### src/rtl/frame_game_timer_if.sv
// Control inputs and status outputs of frame_game_timer; master drives the commands,
// slave is the timer itself.
interface frame_game_timer_if #(
  parameter int unsigned DIGITS = 3
);
  logic                  startOfFrame;
  logic                  pause;
  logic                  start;
  logic                  stop;
  logic                  load;
  logic [4*DIGITS-1:0]   loadBcd;
  logic                  countDown;
  logic                  secPassed;
  logic [4*DIGITS-1:0]   secondsBcd;
  logic                  expired;
  logic                  expiredPulse;
  logic                  running;
  logic                  warn;

  modport master (
    output startOfFrame, pause, start, stop, load, loadBcd, countDown,
    input  secPassed, secondsBcd, expired, expiredPulse, running, warn
  );

  modport slave (
    input  startOfFrame, pause, start, stop, load, loadBcd, countDown,
    output secPassed, secondsBcd, expired, expiredPulse, running, warn
  );
endinterface

### src/rtl/frame_game_timer.sv
// Frame-driven BCD seconds timer (up/down, load, pause, expiry); all outputs registered, 1-cycle latency.
// Optional low-time warning output is built only when FRAME_GAME_TIMER_WARN_EN is defined.
module frame_game_timer #(
  parameter int unsigned FPS      = 60,
  parameter int unsigned DIGITS   = 3,
  parameter int unsigned WARN_SEC = 10
) (
  input  logic                clk,
  input  logic                resetN,
  frame_game_timer_if.slave   bus
);

  localparam int unsigned    FCW        = $clog2(FPS);
  localparam int unsigned    BW         = 4 * DIGITS;
  localparam logic [FCW-1:0] LAST_FRAME = FCW'(FPS - 1);
  localparam logic [BW-1:0]  BCD_ONE    = BW'(1);

  typedef enum logic [1:0] {STOPPED, RUNNING, EXPIRED} state_t;

  function automatic logic [BW-1:0] bcd_inc(input logic [BW-1:0] v);
    logic [BW-1:0] r;
    logic          carry;
    r     = v;
    carry = 1'b1;
    for (int i = 0; i < int'(DIGITS); i++) begin
      if (carry) begin
        if (v[4*i +: 4] == 4'd9) begin
          r[4*i +: 4] = 4'd0;
        end else begin
          r[4*i +: 4] = v[4*i +: 4] + 4'd1;
          carry       = 1'b0;
        end
      end
    end
    return r;
  endfunction

  function automatic logic [BW-1:0] bcd_dec(input logic [BW-1:0] v);
    logic [BW-1:0] r;
    logic          borrow;
    r      = v;
    borrow = 1'b1;
    for (int i = 0; i < int'(DIGITS); i++) begin
      if (borrow) begin
        if (v[4*i +: 4] == 4'd0) begin
          r[4*i +: 4] = 4'd9;
        end else begin
          r[4*i +: 4] = v[4*i +: 4] - 4'd1;
          borrow      = 1'b0;
        end
      end
    end
    return r;
  endfunction

  state_t         state_q, state_d;
  logic [FCW-1:0] frame_cnt_q, frame_cnt_d;
  logic [BW-1:0]  secs_q, secs_d;
  logic           sec_pulse_q, sec_pulse_d;
  logic           exp_pulse_q, exp_pulse_d;
  logic           running_q, expired_q;
  logic           counted;

  assign counted = (state_q == RUNNING) && !bus.pause && bus.startOfFrame;

  // Commands outrank a coincident frame: a frame landing with load/stop is dropped.
  always_comb begin
    state_d     = state_q;
    frame_cnt_d = frame_cnt_q;
    secs_d      = secs_q;
    sec_pulse_d = 1'b0;
    exp_pulse_d = 1'b0;
    if (bus.load) begin
      state_d     = STOPPED;
      frame_cnt_d = '0;
      secs_d      = bus.loadBcd;
    end else if (bus.stop && state_q == RUNNING) begin
      state_d = STOPPED;
    end else if (bus.start && state_q == STOPPED) begin
      if (bus.countDown && secs_q == '0) begin
        state_d     = EXPIRED;
        exp_pulse_d = 1'b1;
      end else begin
        state_d = RUNNING;
      end
    end else if (counted) begin
      if (frame_cnt_q == LAST_FRAME) begin
        frame_cnt_d = '0;
        sec_pulse_d = 1'b1;
        if (bus.countDown) begin
          secs_d = bcd_dec(secs_q);
          if (secs_q == BCD_ONE) begin
            state_d     = EXPIRED;
            exp_pulse_d = 1'b1;
          end
        end else begin
          secs_d = bcd_inc(secs_q);
        end
      end else begin
        frame_cnt_d = frame_cnt_q + FCW'(1);
      end
    end
  end

  always_ff @(posedge clk or negedge resetN) begin
    if (!resetN) begin
      state_q     <= STOPPED;
      frame_cnt_q <= '0;
      secs_q      <= '0;
      sec_pulse_q <= 1'b0;
      exp_pulse_q <= 1'b0;
      running_q   <= 1'b0;
      expired_q   <= 1'b0;
    end else begin
      state_q     <= state_d;
      frame_cnt_q <= frame_cnt_d;
      secs_q      <= secs_d;
      sec_pulse_q <= sec_pulse_d;
      exp_pulse_q <= exp_pulse_d;
      running_q   <= (state_d == RUNNING);
      expired_q   <= (state_d == EXPIRED);
    end
  end

`ifdef FRAME_GAME_TIMER_WARN_EN
  function automatic int unsigned bcd_to_bin(input logic [BW-1:0] v);
    int unsigned acc;
    acc = 0;
    for (int i = int'(DIGITS) - 1; i >= 0; i--) begin
      acc = acc * 32'd10 + 32'(v[4*i +: 4]);
    end
    return acc;
  endfunction

  int unsigned secs_bin_d;
  logic        warn_d, warn_q;

  // Judged on the next value so warn moves in the same cycle as secondsBcd.
  always_comb begin
    secs_bin_d = bcd_to_bin(secs_d);
    warn_d     = (state_d == RUNNING) && bus.countDown &&
                 (secs_bin_d != 0) && (secs_bin_d <= WARN_SEC);
  end

  always_ff @(posedge clk or negedge resetN) begin
    if (!resetN) begin
      warn_q <= 1'b0;
    end else begin
      warn_q <= warn_d;
    end
  end

  assign bus.warn = warn_q;
`else
  logic unused_warn_sec;
  assign unused_warn_sec = WARN_SEC[0];
  assign bus.warn        = 1'b0;
`endif

  assign bus.secPassed    = sec_pulse_q;
  assign bus.secondsBcd   = secs_q;
  assign bus.expired      = expired_q;
  assign bus.expiredPulse = exp_pulse_q;
  assign bus.running      = running_q;

endmodule
### src/flat_wrapper.sv
// flat-port wrapper written by rule: the top's interface ports become plain ports
module frame_game_timer_flat 
#(
  parameter int unsigned FPS      = 60,
  parameter int unsigned DIGITS   = 3,
  parameter int unsigned WARN_SEC = 10
)
  (clk, resetN, bus_startOfFrame, bus_pause, bus_start, bus_stop, bus_load, bus_loadBcd, bus_countDown, bus_secPassed, bus_secondsBcd, bus_expired, bus_expiredPulse, bus_running, bus_warn);
  frame_game_timer_if #(.DIGITS(DIGITS)) bus_i ();
  input  logic clk;
  input  logic resetN;
  input wire logic [$bits(bus_i.startOfFrame)-1:0] bus_startOfFrame;
  input wire logic [$bits(bus_i.pause)-1:0] bus_pause;
  input wire logic [$bits(bus_i.start)-1:0] bus_start;
  input wire logic [$bits(bus_i.stop)-1:0] bus_stop;
  input wire logic [$bits(bus_i.load)-1:0] bus_load;
  input wire logic [$bits(bus_i.loadBcd)-1:0] bus_loadBcd;
  input wire logic [$bits(bus_i.countDown)-1:0] bus_countDown;
  output wire logic [$bits(bus_i.secPassed)-1:0] bus_secPassed;
  output wire logic [$bits(bus_i.secondsBcd)-1:0] bus_secondsBcd;
  output wire logic [$bits(bus_i.expired)-1:0] bus_expired;
  output wire logic [$bits(bus_i.expiredPulse)-1:0] bus_expiredPulse;
  output wire logic [$bits(bus_i.running)-1:0] bus_running;
  output wire logic [$bits(bus_i.warn)-1:0] bus_warn;
  assign bus_i.startOfFrame = bus_startOfFrame;
  assign bus_i.pause = bus_pause;
  assign bus_i.start = bus_start;
  assign bus_i.stop = bus_stop;
  assign bus_i.load = bus_load;
  assign bus_i.loadBcd = bus_loadBcd;
  assign bus_i.countDown = bus_countDown;
  assign bus_secPassed = bus_i.secPassed;
  assign bus_secondsBcd = bus_i.secondsBcd;
  assign bus_expired = bus_i.expired;
  assign bus_expiredPulse = bus_i.expiredPulse;
  assign bus_running = bus_i.running;
  assign bus_warn = bus_i.warn;
  frame_game_timer #(.FPS(FPS), .DIGITS(DIGITS), .WARN_SEC(WARN_SEC)) u_core (.clk(clk), .resetN(resetN), .bus(bus_i));
endmodule
### config.mk
export PLATFORM = sky130hd
export DESIGN_NAME = frame_game_timer_flat
export DESIGN_NICKNAME = d
export VERILOG_FILES = /design/src/rtl/frame_game_timer_if.sv /design/src/rtl/frame_game_timer.sv /design/src/flat_wrapper.sv
export SDC_FILE = /design/constraint.sdc
export NUM_CORES = 1
export LEC_CHECK = 0
export ABC_CLOCK_PERIOD_IN_PS = 2700
export CELL_PAD_IN_SITES_DETAIL_PLACEMENT = 2
export CELL_PAD_IN_SITES_GLOBAL_PLACEMENT = 2
export CORE_MARGIN = 1
export CORE_UTILIZATION = 31
export CTS_BUF_LIST = sky130_fd_sc_hd__clkbuf_4 sky130_fd_sc_hd__clkbuf_8
export DETAILED_ROUTE_END_ITERATION = 12
export GPL_ROUTABILITY_DRIVEN = 0
export MAX_ROUTING_LAYER = met4
export PLACE_DENSITY_LB_ADDON = 0.1
export SKIP_CTS_REPAIR_TIMING = 1
export SYNTH_ARGS = -nofsm -noshare
export SYNTH_HDL_FRONTEND = slang
export SYNTH_SLANG_ARGS = --single-unit
export TNS_END_PERCENT = 5
### constraint.sdc
create_clock -name clk -period 2.7 [get_ports clk]
set_clock_uncertainty 0.05 [all_clocks]
set_input_delay 0.54 -clock clk [delete_from_list [all_inputs] [get_ports clk]]
set_output_delay 0.54 -clock clk [all_outputs]
set_load 0.05 [all_outputs]
# Word-level counts from Yosys, hierarchy flattened
# Index checks and enable logic that the tools add are counted.
totals:
  reg_bits: 24
  in_bits: 20
  output_inout_bits: 17
classes:
  n_addsub: 7
  n_eq_ne: 12
  n_mux: 72
  reduce_logical: 19
op_table:
  columns: ["cell", "count"]
  rows:
  - ["2-to-1 mux 12 bit", 6]
  - ["2-to-1 mux 1 bit", 43]
  - ["2-to-1 mux 4 bit", 10]
  - ["2-to-1 mux 6 bit", 5]
  - ["2-to-1 mux 2 bit", 8]
  - ["adder 4 x 1 -> 4 bit (second input constant)", 3]
  - ["equality test 12 x 1 -> 1 bit (second input constant)", 1]
  - ["equality test 4 bit (second input constant)", 3]
  - ["zero test 12 bit", 1]
  - ["zero test 4 bit", 3]
  - ["AND reduction 6 bit", 2]
  - ["subtractor 4 x 1 -> 4 bit (second input constant)", 3]
  - ["adder 6 x 1 -> 6 bit (second input constant)", 1]
  - ["equality test 6 bit (second input constant)", 1]
  - ["inequality test 3 x 2 -> 1 bit (second input constant)", 2]
  - ["nonzero test 3 bit", 2]
  - ["logical AND 1 bit", 5]
  - ["equality test 2 x 1 -> 1 bit (second input constant)", 2]
  - ["inequality test 2 bit (second input constant)", 2]
  - ["AND reduction 4 bit", 1]
  - ["nonzero test 2 bit", 2]
  - ["AND reduction 3 bit", 1]
  - ["equality test 2 bit (second input constant)", 1]
  - ["zero test 2 bit", 1]
  - ["zero test 1 bit", 1]

# Depth between registers and ports, before layout
logic_depth:
  depth_word: 22
  mapped_depth: 7
  mapped_depth_nobuf: 6

# Worst setup path before layout
# No wires, ideal clock.
synth_path:
  path_type: "reg2reg"
  from: "reg u_core.secs_q[3] (netlist: u_core.bus.secondsBcd[3])"
  to: "reg u_core.secs_q[10] (netlist: u_core.bus.secondsBcd[10])"
  setup_time_ns: 0.128
  t_arrival_ns: 1.934
  required_ns: 2.522
  slack_ns: 0.589
  stages_incl_launch_ff: 7
  path_buffers: 1
  path_cell_list: "dfrtp_1 -> buf_6 -> nor4_1 -> and4_1 -> o21ai_1 -> nor2_2 -> mux2_1"
synth_between:
  elab_chain_cells: 17
synth_rtl:
  columns: ["item", "line_no", "source"]
  rows:
  - ["start, declared", "frame_game_timer.sv:58", "logic [BW-1:0] secs_q, secs_d;"]
  - ["start signal, assigned", "frame_game_timer.sv:117", "secs_q <= secs_d;"]
  - ["zero test 4 bit / equality test 4 bit (equally long branches)", "frame_game_timer.sv:45, frame_game_timer.sv:27", null]
  - ["2-to-1 mux 1 bit, on equally long branches", "frame_game_timer.sv:45, frame_game_timer.sv:27", null]
  - ["2-to-1 mux 1 bit", "frame_game_timer.sv:90", "if (bus.countDown) begin"]
  - ["2-to-1 mux 1 bit", "frame_game_timer.sv:87", "if (frame_cnt_q == LAST_FRAME) begin"]
  - ["2-to-1 mux 1 bit", "frame_game_timer.sv:86", "end else if (counted) begin"]
  - ["2-to-1 mux 1 bit", "frame_game_timer.sv:79", "end else if (bus.start && state_q == STOPPED) begin"]
  - ["2-to-1 mux 1 bit", "frame_game_timer.sv:77", "end else if (bus.stop && state_q == RUNNING) begin"]
  - ["2-to-1 mux 1 bit", "frame_game_timer.sv:73", "if (bus.load) begin"]
  - ["2-to-1 mux 1 bit, on equally long branches", "frame_game_timer.sv:44, frame_game_timer.sv:26", null]
  - ["2-to-1 mux 1 bit", "frame_game_timer.sv:90", null]
  - ["2-to-1 mux 1 bit", "frame_game_timer.sv:87", null]
  - ["2-to-1 mux 1 bit", "frame_game_timer.sv:86", null]
  - ["2-to-1 mux 1 bit", "frame_game_timer.sv:79", null]
  - ["2-to-1 mux 1 bit", "frame_game_timer.sv:77", null]
  - ["2-to-1 mux 1 bit", "frame_game_timer.sv:73", null]
  - ["inequality test 3 x 2 -> 1 bit (no source line) / nonzero test 3 bit (equally long branches)", null, null]
  - ["AND reduction 6 bit (no source line) *", null, null]
# Mark *: on every way between the ends. The rest lies on a longest branch, timed or not. The select of a mux whose other input is x is not followed.
# A chain may end at the register's enable or synchronous reset.

# Final worst setup path
layout_path:
  from: "reg u_core.secs_q[4] (netlist: u_core.bus.secondsBcd[4])"
  to: "out bus_secondsBcd[4]"
layout_rtl:
  columns: ["item", "line_no", "source"]
  rows:
  - ["end, declared", "flat_wrapper.sv:20", "output wire logic [$bits(bus_i.secondsBcd)-1:0] bus_secondsBcd;"]
# No word-level cell between the ends.

==> out/qor.yml <==
synth_top_family_by_area: "simple AND/OR/NAND/NOR gates"
dr.pass1.iters: 4
wl_mm: 5.97
crit_type: "flop to output port"
synth_seq_cells: 24
drc: 0
grt_pass1_vias: 1958
path_clk_slew_ps: 90
seq_power_share_pct: 39.7
drive_above_1_share_pct: 11.3
postSynthAreaPerCell_um2: 8.24
power_density_nw_per_um2: 526
numCtsBuffers: 3
grt_pass1_wl_mm: 10.1
htreeDepth: 1
core_um2: 5470
max_freq_mhz: 415
stdcell_count: 319
synth_ff_type: "dfrtp_1"
status: "complete, no violations"
crit_fanout: 13
grt_max_degree: 25
crit_family: "buffers and inverters"
cp_cell_sequence: "clkdlybuf4s50_1"
fp-row-count: 27
num_antenna_cells: 0
most-common-layout-cells: "clkdlybuf4s50_1 (35), dfrtp_1 (24), o21ai_0 (20)"
numClockSinks: 24
p_sw_share_pct: 40.3
finalNetCount: 269
finalWorstSetupSlack_ps: 288
synth_compound_area_share_pct: 26.2
period_minus_slack_ps: 2410
die-area_um2: 5960
antenna_found_initial: 0
ys_warn_count: 0
overflow: 0
synthSimpleGateAreaFrac_pct: 28.0
dr_total_vias: 1753
slowest_delay_ps: 910
critPathArrivalTime_ps: 1820
start_kind: "flop"
start_util_pct: 32.1
hold_path.class: "flop to flop"
cts_tree: "done"
p_sw_uw: 480
place_ws_ps: 193
rsz0062_at_grt: "false"
worstMarginPinSlew_ps: 518
drt-wirelength-per-cell_um: 18.7
synthAdderAreaFrac_pct: 0.713
timing.max_cap.violations: 0
area_growth_pct: 28.7
die_x_um: 77.2
grtUsageTotal_pct: 21.8
clk_path_buf_depth: 2
drt-initial-drc-count: 60
vias_per_cell: 5.50
synth_async_sr_flop_share_pct: 100
worst_path_max_delay_cell: "clkdlybuf4s50_1"
peakVddDrop_uv: 247
muxShareOfSynthArea_pct: 1.21
setup_tns_ps: 0
clockPowerShare_pct: 21.6
syn_inst: 213
fin_crit_sh_pct: 89.4
power.total_uw: 1190
layout_commonest_cell: "clkdlybuf4s50_1"
synth-seq-area-share_pct: 34.2
dp.final_hpwl_mm: 4.53
clkLatencyLatePin_ps: 270
ios: 37
finalHoldViolations: 0
intPower_uw: 709
p_comb_share_pct: 38.7
register_area_um2: 601
critPathBufInv: 1
setup_viol: 0
cp-end-kind: "output port"
critical_path_required_ps: 2110
leakagePower_uw: 0.000880
synth_edf_count: 0
slew_headroom_pct: 65.4
yosys.area_share.xor_xnor_pct: 3.99
synth_fp_nets: 234
ys_types: 57
die_height_um: 77.2
root_buffer: "clkbuf_8"
drv_slew: 0
multiInputGateArea_um2: 1060
io_buffers: 35
syn_area_um2: 1750
dp.cells: 315
ant_nets: 0
fillers: 625
-- power by group through the flow --
stage	logic (uW)	registers, uW	clock network [uW]
global route	493	483	273
CTS	464	473	265
floorplan	220	545	0
finish	460	472	257
detailed placement	460	480	0
global placement	442	473	0
-- cell families after synthesis --
logic type / Yosys count
AND/OR/NAND/NOR: 85
XOR/XNOR: 8
buffers and inverters: 22
multiplexers: 2
other: 1
adder cells (fa/ha/maj): 1
AO/OA/AOI/OAI: 70
flip-flops: 24
-- area by class of cell --
| cell class | instances | share of cell area, % |
|---|---|---|
| clock buffer | 4 | 2.44 |
| sequential | 24 | 26.6 |
| tap | 72 | 3.99 |
| inverter | 6 | 0.997 |
| multi-input combinational | 167 | 46.8 |
| timing repair buffer | 46 | 19.2 |
-- metrics by stage --
step                      hold slack [ps]  cell area (um^2)  util [%]
final                                 497              2260      41.3
after global routing                  529              2260      41.3
after detailed placement              482              2200      40.3
after global placement                465              2200      40.3
after CTS                             505              2260      41.3
after floorplan                       194              1750         -
-- routing by layer --
metal | track usage (%) | up-vias | share of wire (%)
met1 | 26.8 | 882 | 45
li1 | - | 836 | -
met2 | 38.1 | 29 | 51
met5 | - | - | 0
met3 | 2.38 | 6 | 2.1
met4 | 4.72 | 0 | 0.99
-- final timing paths --
kind                                                          end  depth (start not counted)  slack, ps                                 start
min in group asynchronous       u_core.frame_cnt_q[3]$_DFFE_PN0P_                          2        590                                resetN
worst max register to register       u_core.bus.running$_DFF_PN0_                          5        570  u_core.bus.secondsBcd[4]$_DFFE_PN0P_
worst min-delay path            u_core.frame_cnt_q[5]$_DFFE_PN0P_                          1        500     u_core.frame_cnt_q[5]$_DFFE_PN0P_
worst max-delay path                            bus_secondsBcd[4]                          1        290  u_core.bus.secondsBcd[4]$_DFFE_PN0P_
max in group asynchronous            u_core.bus.running$_DFF_PN0_                          2       1740                                resetN
worst min register to register  u_core.frame_cnt_q[5]$_DFFE_PN0P_                          1        500     u_core.frame_cnt_q[5]$_DFFE_PN0P_
-- cells in the mapped netlist (4+ instances only) --
master    count  area, um^2
a21oi_1      13        65.1
a22oi_1       5        37.5
clkbuf_1     12        45.0
dfrtp_1      24         601
inv_1         6        22.5
nand2_1      17        63.8
nand2b_1      8        50.1
nand3_1       5        25.0
nand4_1       4        25.0
nor2_1       18        67.6
nor2b_1       9        56.3
o21ai_0      20         100
o22ai_1       5        31.3
xor2_1        5        43.8
-- state kept, by name, indices dropped and copies added, names as in the netlist --
signal,count
u_core.bus.expired,1
u_core.bus.secPassed,1
u_core.bus.secondsBcd,12
u_core.bus.running,1
u_core.frame_cnt_q,6
u_core.bus.expiredPulse,1
u_core.state_q,2
No activity file was read; power rests on OpenSTA's default activity.
